**config.mk**
```make
export PLATFORM = sky130hd
export DESIGN_NAME = tick_bcd_counter
export DESIGN_NICKNAME = d
export VERILOG_FILES = /design/src/rtl/tick_bcd_pkg.sv /design/src/rtl/bcd_digit.sv /design/src/rtl/tick_bcd_counter.sv
export SDC_FILE = /design/constraint.sdc
export NUM_CORES = 1
export LEC_CHECK = 0
export ABC_AREA = 1
export BUFFER_PORTS_ARGS = -buffer_cell sky130_fd_sc_hd__buf_2
export CAP_MARGIN = 10
export CORE_AREA = 3 3 40 42
export CTS_BUF_LIST = sky130_fd_sc_hd__clkbuf_8
export CTS_CLUSTER_SIZE = 8
export DETAILED_ROUTE_END_ITERATION = 10
export DIE_AREA = 0 0 43 45
export PLACE_DENSITY = 0.9
export SETUP_SLACK_MARGIN = 0.05
export SYNTH_ARGS = -nofsm -noshare
export SYNTH_HDL_FRONTEND = slang
export SYNTH_SLANG_ARGS = --single-unit
```
**constraint.sdc**
```tcl
create_clock -name clock -period 1.65 [get_ports clock]
set_clock_uncertainty 0.2 [all_clocks]
set_input_delay 0.165 -clock clock [delete_from_list [all_inputs] [get_ports clock]]
set_output_delay 0.165 -clock clock [all_outputs]
set_load 0.05 [all_outputs]
```
**src/rtl/tick_bcd_pkg.sv**
```systemverilog
// Shared definitions for the tick-driven BCD counter: FSM state encoding and digit width.
package tick_bcd_pkg;

  localparam int unsigned DIGIT_W = 4;

  typedef enum logic [1:0] {
    IDLE  = 2'b00,
    RUN   = 2'b01,
    PAUSE = 2'b10
  } state_t;

  function automatic logic [DIGIT_W-1:0] to_digit(input int unsigned value);
    return DIGIT_W'(value);
  endfunction

endpackage

```
**src/rtl/bcd_digit.sv**
```systemverilog
// One BCD digit counting 0..max; wrap flags the terminal value so the next digit can chain.
module bcd_digit
  import tick_bcd_pkg::*;
(
  input  logic               clock,
  input  logic               reset,
  input  logic               clr,
  input  logic               en,
  input  logic [DIGIT_W-1:0] max,
  output logic [DIGIT_W-1:0] q,
  output logic               wrap
);

  // Values above max (e.g. after an upset) fall back to zero on the next enabled edge.
  always_ff @(posedge clock) begin
    if (reset || clr) begin
      q <= '0;
    end else if (en) begin
      if (q >= max) begin
        q <= '0;
      end else begin
        q <= q + DIGIT_W'(1);
      end
    end
  end

  assign wrap = (q == max);

endmodule

```
**src/rtl/tick_bcd_counter.sv**
```systemverilog
// Two-digit BCD counter advanced by prescaler ticks, gated by an IDLE/RUN/PAUSE control FSM.
module tick_bcd_counter
  import tick_bcd_pkg::*;
#(
  parameter int unsigned MAX_ONES = 9,
  parameter int unsigned MAX_TENS = 5
) (
  input  logic       clock,
  input  logic       reset,
  input  logic       tick,
  input  logic       start,
  input  logic       stop,
  input  logic       clear,
  output logic [3:0] ones,
  output logic [3:0] tens,
  output logic       carry,
  output logic       running,
  output logic [1:0] state
);

  localparam logic [DIGIT_W-1:0] MAX_ONES_D = to_digit(MAX_ONES);
  localparam logic [DIGIT_W-1:0] MAX_TENS_D = to_digit(MAX_TENS);

  state_t             state_q;
  state_t             state_d;
  logic               bad_state;
  logic               count_en;
  logic               digit_clr;
  logic               ones_wrap;
  logic               tens_wrap;
  logic [DIGIT_W-1:0] ones_q;
  logic [DIGIT_W-1:0] tens_q;
  logic               carry_q;
  logic               running_q;

  always_ff @(posedge clock) begin
    if (reset) begin
      state_q <= IDLE;
    end else begin
      state_q <= state_d;
    end
  end

  // stop outranks start, so start is only honoured when stop is low.
  always_comb begin
    state_d   = state_q;
    bad_state = 1'b0;
    case (state_q)
      IDLE: begin
        if (clear) begin
          state_d = IDLE;
        end else if (!stop && start) begin
          state_d = RUN;
        end
      end
      RUN: begin
        if (clear) begin
          state_d = IDLE;
        end else if (stop) begin
          state_d = PAUSE;
        end
      end
      PAUSE: begin
        if (clear) begin
          state_d = IDLE;
        end else if (!stop && start) begin
          state_d = RUN;
        end
      end
      default: begin
        state_d   = IDLE;
        bad_state = 1'b1;
      end
    endcase
  end

  // Counting uses the current state, so a tick alongside stop in RUN still counts.
  assign count_en  = (state_q == RUN) && tick && !clear;
  assign digit_clr = clear || bad_state;

  bcd_digit u_ones (
    .clock (clock),
    .reset (reset),
    .clr   (digit_clr),
    .en    (count_en),
    .max   (MAX_ONES_D),
    .q     (ones_q),
    .wrap  (ones_wrap)
  );

  bcd_digit u_tens (
    .clock (clock),
    .reset (reset),
    .clr   (digit_clr),
    .en    (count_en && ones_wrap),
    .max   (MAX_TENS_D),
    .q     (tens_q),
    .wrap  (tens_wrap)
  );

  always_ff @(posedge clock) begin
    if (reset) begin
      carry_q   <= 1'b0;
      running_q <= 1'b0;
    end else begin
      carry_q   <= count_en && ones_wrap && tens_wrap;
      running_q <= (state_d == RUN);
    end
  end

  assign ones    = ones_q;
  assign tens    = tens_q;
  assign carry   = carry_q;
  assign running = running_q;
  assign state   = state_q;

endmodule

```
Word-level counts from Yosys, hierarchy flattened
Index checks and enable logic that the tools add are counted.

Add/sub/neg operators: 2. Order comparisons: 2. Equality and inequality tests: 5. Mux-type cells: 8. Reductions and logical operators: 12.

Operator list (number): $add 4x1->4 const B (2); $mux 2 (4); $mux 4 (2); $logic_and 1x1->1 (5); $eq 2x1->1 const B (2); $eq 4x3->1 const B (1); $eq 4x4->1 const B (1); $ge 4x3->1 const B (1); $ge 4x4->1 const B (1); $pmux 2 s2 (1); $reduce_or 3->1 (1); $eq 2x2->1 const B (1); $logic_not 1->1 (2); $logic_not 2->1 (1); $logic_or 1x1->1 (2); $reduce_or 2->1 (1); $mux 1 (1).

Bits in registers: 12. Input port bits: 6. Output and inout bits: 12. Logic and storage cells: 34.

Logic depth before layout (Yosys ltp)
Gate-level depths: netlist of the first run.

Depth in word-level cells: 6. Gate-level depth with buffers: 9. Gate-level depth less buffers: 9.

By module
From an unflattened synthesis of the first run, not the netlist that was laid out.

Cells, all modules: 106. Area total of the unflattened synthesis: 773.2 um^2.

By module, submodules not included: bcd_digit (times used 2, cells each 40, area each 290.3 um^2, seq. area each 80.1 um^2); tick_bcd_counter (times used 1, cells each 26, area each 192.7 um^2, seq. area each 80.1 um^2).

Worst setup path before layout of the first run
Ideal clock, no wire load.

Path kind: register -> register. From: reg u_ones.q[1]. To: reg u_tens.q[1]. Library setup time: 119 ps. Data arrival time: 1471 ps. Data required time: 1331 ps. Path slack: -139 ps. Cell stages (with the launch flop): 9. Path buffers: 0. Clock period less this slack: 1789 ps. Cells stage by stage: dfxtp_1 inv_1 ha_1 nand2_1 nor2_4 nand2_1 nor2_1 nor2_1 nor2_1.

Cells in the longest elaborated chain, start to end: 2.

Ends and longest elaborated chain: from (decl) (RTL line bcd_digit.sv:10) `output logic [DIGIT_W-1:0] q,`; from (signal assigned) (RTL line bcd_digit.sv:22) `q <= q + DIGIT_W'(1);`; $eq 4x4->1 (RTL line bcd_digit.sv:27) `assign wrap = (q == max);`; $logic_and 1x1->1 (RTL line tick_bcd_counter.sv:95) `.en (count_en && ones_wrap),`; to (signal assigned) (RTL line bcd_digit.sv:22); to (decl) (RTL line bcd_digit.sv:10).

No other way between the ends. A chain may end at the register's enable or synchronous reset.

Worst setup path in the final report of the first run
From: reg state_q[1] (netlist: state[1]). To: reg state_q[1] (netlist: state[1]).

Cells in the longest elaborated chain, start to end: 3. Elaborated cells on any way between the ends: 9. Classes of those cells: eq/ne: 2; mux: 5; reduce/logical: 2.

Ends and longest elaborated chain: from (decl) (RTL line tick_bcd_counter.sv:24) `state_t state_q;`; from (signal assigned) (RTL line tick_bcd_counter.sv:40) `state_q <= state_d;`; $eq 2x2->1, or another cell as far along (RTL line tick_bcd_counter.sv:48) `case (state_q)`; $reduce_or 2->1 (no line), or another cell as far along; $pmux 2 s2 (*) (RTL line tick_bcd_counter.sv:48).

Every way passes the cells marked *; elsewhere a longest branch is shown, timed or not.

==> results of run 1 <==
==> layout make-up <==
cell class / instances / share of cell area
multi-input cells: 68 / 0.4355
flip-flops and latches: 12 / 0.2809
repair buffers: 21 / 0.1362
inverters: 15 / 0.06383
clock buffers: 4 / 0.06241
well taps: 15 / 0.02128
==> sequential cells by signal (all words and copies together), names as in the netlist <==
register and cells:
u_tens.q 4, state 2, u_ones.q 4, running 1, carry 1
==> cell usage in the layout (no fill, tap or decap) <==
cell           netlist  routed
clkbuf_8             0       4
nor2_1              16      16
o21ai_2              1       1
nand4_1              1       1
a21oi_1              3       3
buf_4                0       2
o22ai_2              0       1
dfxtp_1             12       6
dlygate4sd3_1        0       2
nor3_1               2       2
xor2_1               1       1
nand2_2              2       3
inv_2                1       2
nor2_4               2       2
ha_1                 6       5
nand3_1              7       7
inv_1               14      13
buf_2                0      17
nand3_2              1       1
dfxtp_2              0       6
nor2_2               2       2
nand2_1             20      19
o21ai_0              3       3
ha_2                 0       1
==> per-layer routing <==
layer  routed length (um)  vias up  global-route usage
met5                    0        -                   0
met4                   19        0             0.09639
li1                     -      346                   -
met3                   95        4             0.03586
met1                  617      317              0.1849
met2                  791       35              0.2904
==> repair_timing <==
action                     4_1_cts  5_1_grt
setup buffers                    0        1
hold endpoints to repair         2        0
hold buffers                     2        0
setup endpoints to repair        0        4
gates resized for setup          0        5
==> power breakdown <==
group | leakage (nW) | switching (mW) | internal (mW)
sequential | 0.0998 | 0.00189 | 0.292
clock | 0.0288 | 0.124 | 0.211
combinational | 0.293 | 0.0280 | 0.0146
total | 0.422 | 0.154 | 0.518
==> synthesized netlist by cell type <==
library cell,n
dfxtp_1,12
nand3_1,7
o21ai_0,3
ha_1,6
o21ai_2,1
buf_6,1
xor2_1,1
a21oi_1,3
nor2_4,2
nand3_2,1
nor2_1,16
o22ai_1,1
nor2_2,2
nand2_1,20
inv_2,1
inv_1,14
nand2_2,2
nand4_1,1
nor3_1,2
==> through the flow <==
stage	std cells	power [mW]	area [um2]	setup slack, ns	utilization
3_5_place_dp	128	0.3387	787.0	0.1852	0.6125
3_3_place_gp	128	0.3376	787.0	0.2350	0.6125
4_1_cts	134	0.6708	862.1	0.07643	0.6709
6_report	135	0.6719	882.1	0.09436	0.6865
5_1_grt	135	0.6881	882.1	0.04561	0.6865
2_1_floorplan	96	0.3265	686.9	0.05730	-
==> worst register-to-register path: stages (launching register included) <==
cell and delay (ns):
dfxtp_2 0.34, inv_2 0.07, nand2_2 0.08, o22ai_2 0.15, nand2_1 0.06, nor2_1 0.07
dlygate4sd3_1 0.53
==> worst paths after layout <==
kind	depth (start not counted)	to	slack, ns	startpoint
setup / recovery	6	state[1]	0.09	state[1]
hold reg to reg	2	u_tens.q[0]	0.34	u_tens.q[0]
hold / removal	4	state[0]	0.04	stop
setup reg to reg	6	state[1]	0.09	state[1]
==> logic make-up after synthesis <==
| group | count (synthesis) |
|---|---|
| simple gates | 53 |
| fa+ha+maj | 6 |
| buf+inv | 16 |
| compound gates | 8 |
| flops | 12 |
| xor+xnor | 1 |
==> metrics, run 1 <==
status=complete, no violations; CP max stage delay=0.53 ns; Least-Margin Pin Slew=0.2509 ns; post-synthesis adder-cell area fraction=0.1103; setup repair after global routing missed its margin=no; core area=1285 um2; DR WL/cell=11.28 um; Leakage=0.4221 nW; die area=1935 um2; Startpoint Class=flop; largest family of logic cells by synthesized area=simple AND/OR/NAND/NOR gates; Cell Area, Synth=680.7 um2; Compound-Gate Fraction of Synth Area=0.06618; DRT Wirelength=1.523 mm; fin nets=133; Multi-input gate area=384.1 um2; CTS sink count=12; Via density=5.200; worst ir drop on vdd=0.0004382 V; Power Density=761.7 nW/um2; CTS max path bufs=2; Die Wd=43 um; initial DRC count=21; GRT Overall Usage=0.1654; Residual DRC=0; Filler Cell Count=102; XOR/XNOR Fraction of Synth Area=0.01287; CP required=1.63 ns; Syn-to-layout area delta=29.60%; Ys Warns=0; Worst-path clk slew=0.06 ns; Synth Instances=96; Setup crit end kind=flop; GRT overflow=0; Die H=45 um; register area share after synthesis=0.3529; Max Fanout on Critical Path=4; root buffer cell=clkbuf_8; highest clock rate=642.8 MHz; via count=702; Synth area leader=dfxtp_1; io pins=18; flops & latches, synth=12; kind of critical path=flop to flop; simple-gate share of the synthesized area=0.3585; Hold WS=0.03665 ns; Period minus WS final=1.556 ns; post-synth net total=108; multiplexer area fraction after synthesis=0; dominant cells by area after synthesis=dfxtp_1, ha_1, nand2_1; row cnt=13; CTS tree=yes; Yosys top cell area share=0.3529; gpl congestion=0.8268; TritonRoute pass-1 iters=4; Avg Inst Size Synth=7.090 um2; number of antenna diodes=0; worst hold-check path type=primary input to flop; first-pass GRT wire length=2.387 mm; Crit-path slowest cell=dlygate4sd3_1; delay-heaviest family, CP=buffers and inverters; setup tns final=0 ns; Hold Violations, Final=0; CP cell instances=inv_2, nand2_2, o22ai_2, nand2_1, nor2_1, dlygate4sd3_1; crit share post-route=0.9428; MaxCap Viol Count=0; later-pin clock latency in the skew report=0.24 ns; H-tree levels=1; Synth cell types=19; Starting Density=0.5297; Max-Slew Margin vs Limit=0.8339; CTS Buf Count=3; IO Port Bufs=17; vias in the first global route=582; WP buf/inv=2; largest net degree at the start of global routing=8; layout cells sized above 1=0.3500; Post-DP HPWL=1.025 mm; endpoints failing setup=0; sequential cell area=247.7 um2; worst endpoint data arrival time=1.54 ns; post-route ant nets=0; initial antenna violation count=0; Final Max Slew Viols=0
No activity file was read; power rests on OpenSTA's default activity.
==> run 2, diff against run 1 <==
- clock period: 1.65 -> 1.85 ns (I/O delays scaled with it)
==> run 2 against run 1 <==
Against the previous run: non-clock buffer count shrank 3; flip-flop and latch count is the same; worst hold slack lost 0.017 ns; maximum frequency grew 2.2%; count of clock-buffer cells in the layout shrank 1; sequential share of layout area grew 1.0 points; critical endpoint is now u_ones.q[1]; via count shrank 8.3%; total power shrank 21%; setup slack gained 0.23 ns; combinational power shrank 16%; core utilization shrank 4.5 points; first-iteration DRC count shrank 4.8%.
==> metrics, run 2 (synthesized netlist as in run 1, its figures left out) <==
vias in the first global route=592; Die H=45 um; H-tree levels=1; Post-CTS Hold Fix Bufs=1; CTS Buf Count=3; io pins=18; fin nets=130; Residual DRC=0; dpl ws=0.3373 ns; initial DRC count=20; GRT Overall Usage=0.1612; Worst-path clk slew=0.05 ns; crit share post-route=0.8226; setup tns final=0 ns; Starting Density=0.5297; post-placement cell area=773.2 um2; MaxCap Viol Count=0; worst ir drop on vdd=0.0004690 V; post-route ant nets=0; endpoints failing setup=0; status=complete, no violations; most frequent cells in the layout=nand2_1, buf_2, nor2_1, inv_1, dfxtp_1; sequential cell area=240.2 um2; CTS max path bufs=2; Hold Violations, Final=0; Final Cell Area=824.5 um2; gpl congestion=0.8597; largest net degree at the start of global routing=13; Filler Cell Count=123; Final Max Slew Viols=0; IO Port Bufs=17; via count=644; Post-DP HPWL=1.067 mm; DRT Wirelength=1.398 mm; initial antenna violation count=0; Startpoint Class=flop; Leakage=0.3937 nW; root buffer cell=clkbuf_8; Power Density=645.0 nW/um2; row cnt=13; kind of critical path=flop to flop; CTS sink count=12; CP required=1.77 ns; TritonRoute pass-1 iters=4; Via density=4.916; worst hold-check path type=primary input to flop; core area=1285 um2; Max-Slew Margin vs Limit=0.8077; Hold WS=0.01920 ns; setup ws final=0.3282 ns; commonest non-fill, non-tap cell in the layout=nand2_1; highest clock rate=657.1 MHz; DR WL/cell=10.67 um; setup repair bufs after CTS=0; GRT overflow=0; Syn-to-layout area delta=21.14%; Max Fanout on Critical Path=12; Setup crit end kind=flop; worst endpoint data arrival time=1.44 ns; first-pass GRT wire length=2.318 mm; setup repair after global routing missed its margin=no; CTS tree=yes; Least-Margin Pin Slew=0.2878 ns; post-cts sizing count=0; number of antenna diodes=0; later-pin clock latency in the skew report=0.24 ns; Multi-input gate area=372.9 um2; Period minus WS final=1.522 ns; die area=1935 um2; Die Wd=43 um; layout cells sized above 1=0.2500
-- run 2: per-stage QoR --
stage | util | cells | power, mW
3_3_place_gp | 0.6018 | 127 | 0.3003
5_1_grt | 0.6417 | 131 | 0.5459
6_report | 0.6417 | 131 | 0.5319
2_1_floorplan | - | 96 | 0.2911
3_5_place_dp | 0.6018 | 127 | 0.3014
4_1_cts | 0.6417 | 131 | 0.5321
-- run 2: cell type report --
type                    instances  area share
flip-flops and latches         12      0.2913
well taps                      15     0.02276
repair buffers                 18      0.1153
multi-input cells              68      0.4522
inverters                      15     0.06829
clock buffers                   3     0.05008
-- run 2: worst paths after layout --
kind / startpoint / endpoint / slack, ns / cells after the start
hold / removal: clear / state[1] / 0.02 / 4
setup / recovery: state[0] / u_ones.q[1] / 0.33 / 5
hold reg to reg: u_tens.q[2] / carry / 0.33 / 2
setup reg to reg: state[0] / u_ones.q[1] / 0.33 / 5
-- run 2: power by group --
| group | internal, mW | switching (mW) |
|---|---|---|
| Sequential | 0.261 | 0.00154 |
| Clock | 0.143 | 0.0905 |
| Combinational | 0.0120 | 0.0239 |
| Total | 0.416 | 0.116 |
-- run 2: routing by layer --
layer,vias to the layer above,global-route usage,share of wire
met5,-,0,0
met4,0,0.1084,0.018
met3,4,0.03586,0.042
met2,17,0.2844,0.50
met1,285,0.1727,0.44
li1,338,-,-
-- run 2: critical path: stages (launching register included) --
cell	delay, ns
dfxtp_1	0.39
nand2_2	0.10
nor2_4	0.27
inv_1	0.13
o21ai_2	0.25
nor2_1	0.07
==> run 3, diff against run 2 <==
- CORE_AREA: 3 3 40 42 -> default
- CORE_MARGIN: default -> 3
- CORE_UTILIZATION: default -> 47
- DIE_AREA: 0 0 43 45 -> default
- PLACE_DENSITY: 0.9 -> 0.87
- clock period: 1.85 -> 1.4 ns (I/O delays scaled with it)
==> run 3 against run 2 <==
Against the previous run: the flow now finishes with violations (setup timing); core utilization grew 10 points; setup slack lost 0.34 ns; register-to-register slack worse by 0.34 ns; total power is 37% higher.
==> metrics, run 3 (synthesized netlist as in run 1, its figures left out) <==
setup repair after global routing missed its margin=yes; Power Density=733.4 nW/um2; IO Port Bufs=17; first-pass GRT wire length=2.511 mm; row cnt=13; largest net degree at the start of global routing=8; DRT Wirelength=1.628 mm; TritonRoute pass-1 iters=4; Comb power frac=0.082; clock share of power=0.454; Util after Layout=0.7439; R2R Setup Slk=-0.02 ns; Via density=5.007; Max Fanout on Critical Path=7; post-route ant nets=0; failing checks=setup timing; via count=711; most frequent cells in the layout=nand2_1, buf_2, nor2_1, inv_1, buf_4; CP max stage delay=0.35 ns; Setup crit end kind=flop; core area=1334 um2; worst ir drop on vdd=0.0005217 V; Period minus WS final=1.416 ns; layout cells sized above 1=0.4803; crit share post-route=1.011; setup ws final=-0.01594 ns; endpoints failing setup=1; H-tree levels=1; fin nets=140; Final Max Slew Viols=0; Multi-input gate area=420.4 um2; Pint=0.5531 mW; highest clock rate=706.2 MHz; later-pin clock latency in the skew report=0.24 ns; Filler Cell Count=103; WP buf/inv=2; worst reg2reg path depth=8; Startpoint Class=flop; Post-DP HPWL=1.046 mm; GRT Overall Usage=0.1765; kind of critical path=flop to flop; initial DRC count=15; delay-heaviest family, CP=simple AND/OR/NAND/NOR gates; Starting Density=0.5103; Worst-path clk slew=0.06 ns; DR WL/cell=11.46 um; CTS Buf Count=3; vias in the first global route=587; worst hold-check path type=primary input to flop; GRT overflow=0; worst endpoint data arrival time=1.36 ns; Crit Reg-Reg Endpoint=u_tens.q[0]; io pins=18; Hold Violations, Final=0; Worst Hold Path Cells=4; CP cell instances=inv_4, ha_4, nand2_4, nor2_4, buf_4, nand3_1, nand2_1, nor2_1; number of antenna diodes=0; CTS max path bufs=2; Leakage=0.4770 nW; die area=1941 um2; Crit-path slowest cell=dfxtp_4; status=finished, violations left; Sequential Power Share=0.464; Least-Margin Pin Slew=0.2545 ns; hold_sp=stop; gpl congestion=0.8538; Syn-to-layout area delta=45.77%; Residual DRC=0; setup tns final=-0.01594 ns; Die H=44.06 um; CP required=1.34 ns; Die Wd=44.06 um; initial antenna violation count=0; switching share of power=0.2399; CTS sink count=12; CTS tree=yes; Min-Delay Endpoint=state[0]; sequential cell area=264.0 um2; Max-Slew Margin vs Limit=0.8315; MaxCap Viol Count=0; Net Sw Power=0.1746 mW; root buffer cell=clkbuf_8; reg2reg start=u_ones.q[1]
-- run 3: area by class of cell --
type	count	area share
clock buffers	3	0.04161
clock inverters	1	0.003783
inverters	15	0.05927
multi-input cells	68	0.4237
flip-flops and latches	12	0.2661
well taps	15	0.01892
repair buffers	28	0.1866
-- run 3: how the worst max path moves through the flow --
stage | startpoint | endpoint | slack (ns) | depth (start not counted)
6_report | u_ones.q[1] | u_tens.q[0] | -0.02 | 8
5_1_grt | u_ones.q[1] | u_tens.q[0] | -0.12 | 8
4_1_cts | u_ones.q[1] | u_tens.q[0] | 0.04 | 8
3_5_place_dp | u_ones.q[1] | u_tens.q[0] | 0.02 | 8
3_3_place_gp | u_ones.q[1] | u_tens.q[1] | 0.06 | 8
2_1_floorplan | u_ones.q[1] | u_tens.q[0] | 0.006 | 8
-- run 3: power by group through the flow --
stage	clock, mW	sequential, mW	combinational (mW)
final	0.330	0.338	0.0598
after global routing	0.344	0.338	0.0652
after CTS	0.326	0.338	0.0548
after detailed placement	0	0.345	0.0491
after global placement	0	0.345	0.0485
after floorplan	0	0.355	0.0220
-- run 3: tightest hold or removal path, delay by kind of cell --
kind	cells	cell delay, ns
buffers and inverters	1	0.08
AO/OA/AOI/OAI	1	0.08
AND/OR/NAND/NOR	2	0.13
-- run 3: metrics by stage --
| step | hold WS, ns | total power [mW] | setup slack, ns | instance area (um2) | cells |
|---|---|---|---|---|---|
| final | 0.02867 | 0.7277 | -0.01594 | 992.2 | 142 |
| after detailed placement | 0.1387 | 0.3943 | 0.02418 | 854.6 | 130 |
| after global placement | 0.1388 | 0.3937 | 0.06364 | 854.6 | 130 |
| after CTS | 0.01404 | 0.7185 | 0.04107 | 934.6 | 138 |
| after global routing | 0.07887 | 0.7479 | -0.1176 | 992.2 | 142 |
| after floorplan | 0.004161 | 0.3765 | 0.006426 | 726.9 | 96 |
-- run 3: repair_timing --
| item | CTS | global route |
|---|---|---|
| setup endpoints to repair | 5 | 10 |
| pin swaps | 5 | 4 |
| buffers inserted | 2 | 4 |
| hold buffers | 2 | 0 |
| gates resized for setup | 0 | 8 |
| endpoints found under the hold margin | 2 | 0 |
-- run 3: per-layer routing --
| metal | share of wire | vias to the layer above | track usage |
|---|---|---|---|
| met5 | 0 | - | 0 |
| met2 | 0.50 | 20 | 0.2878 |
| met1 | 0.43 | 319 | 0.2105 |
| met4 | 0.027 | 0 | 0.1084 |
| li1 | - | 365 | - |
| met3 | 0.037 | 7 | 0.03659 |
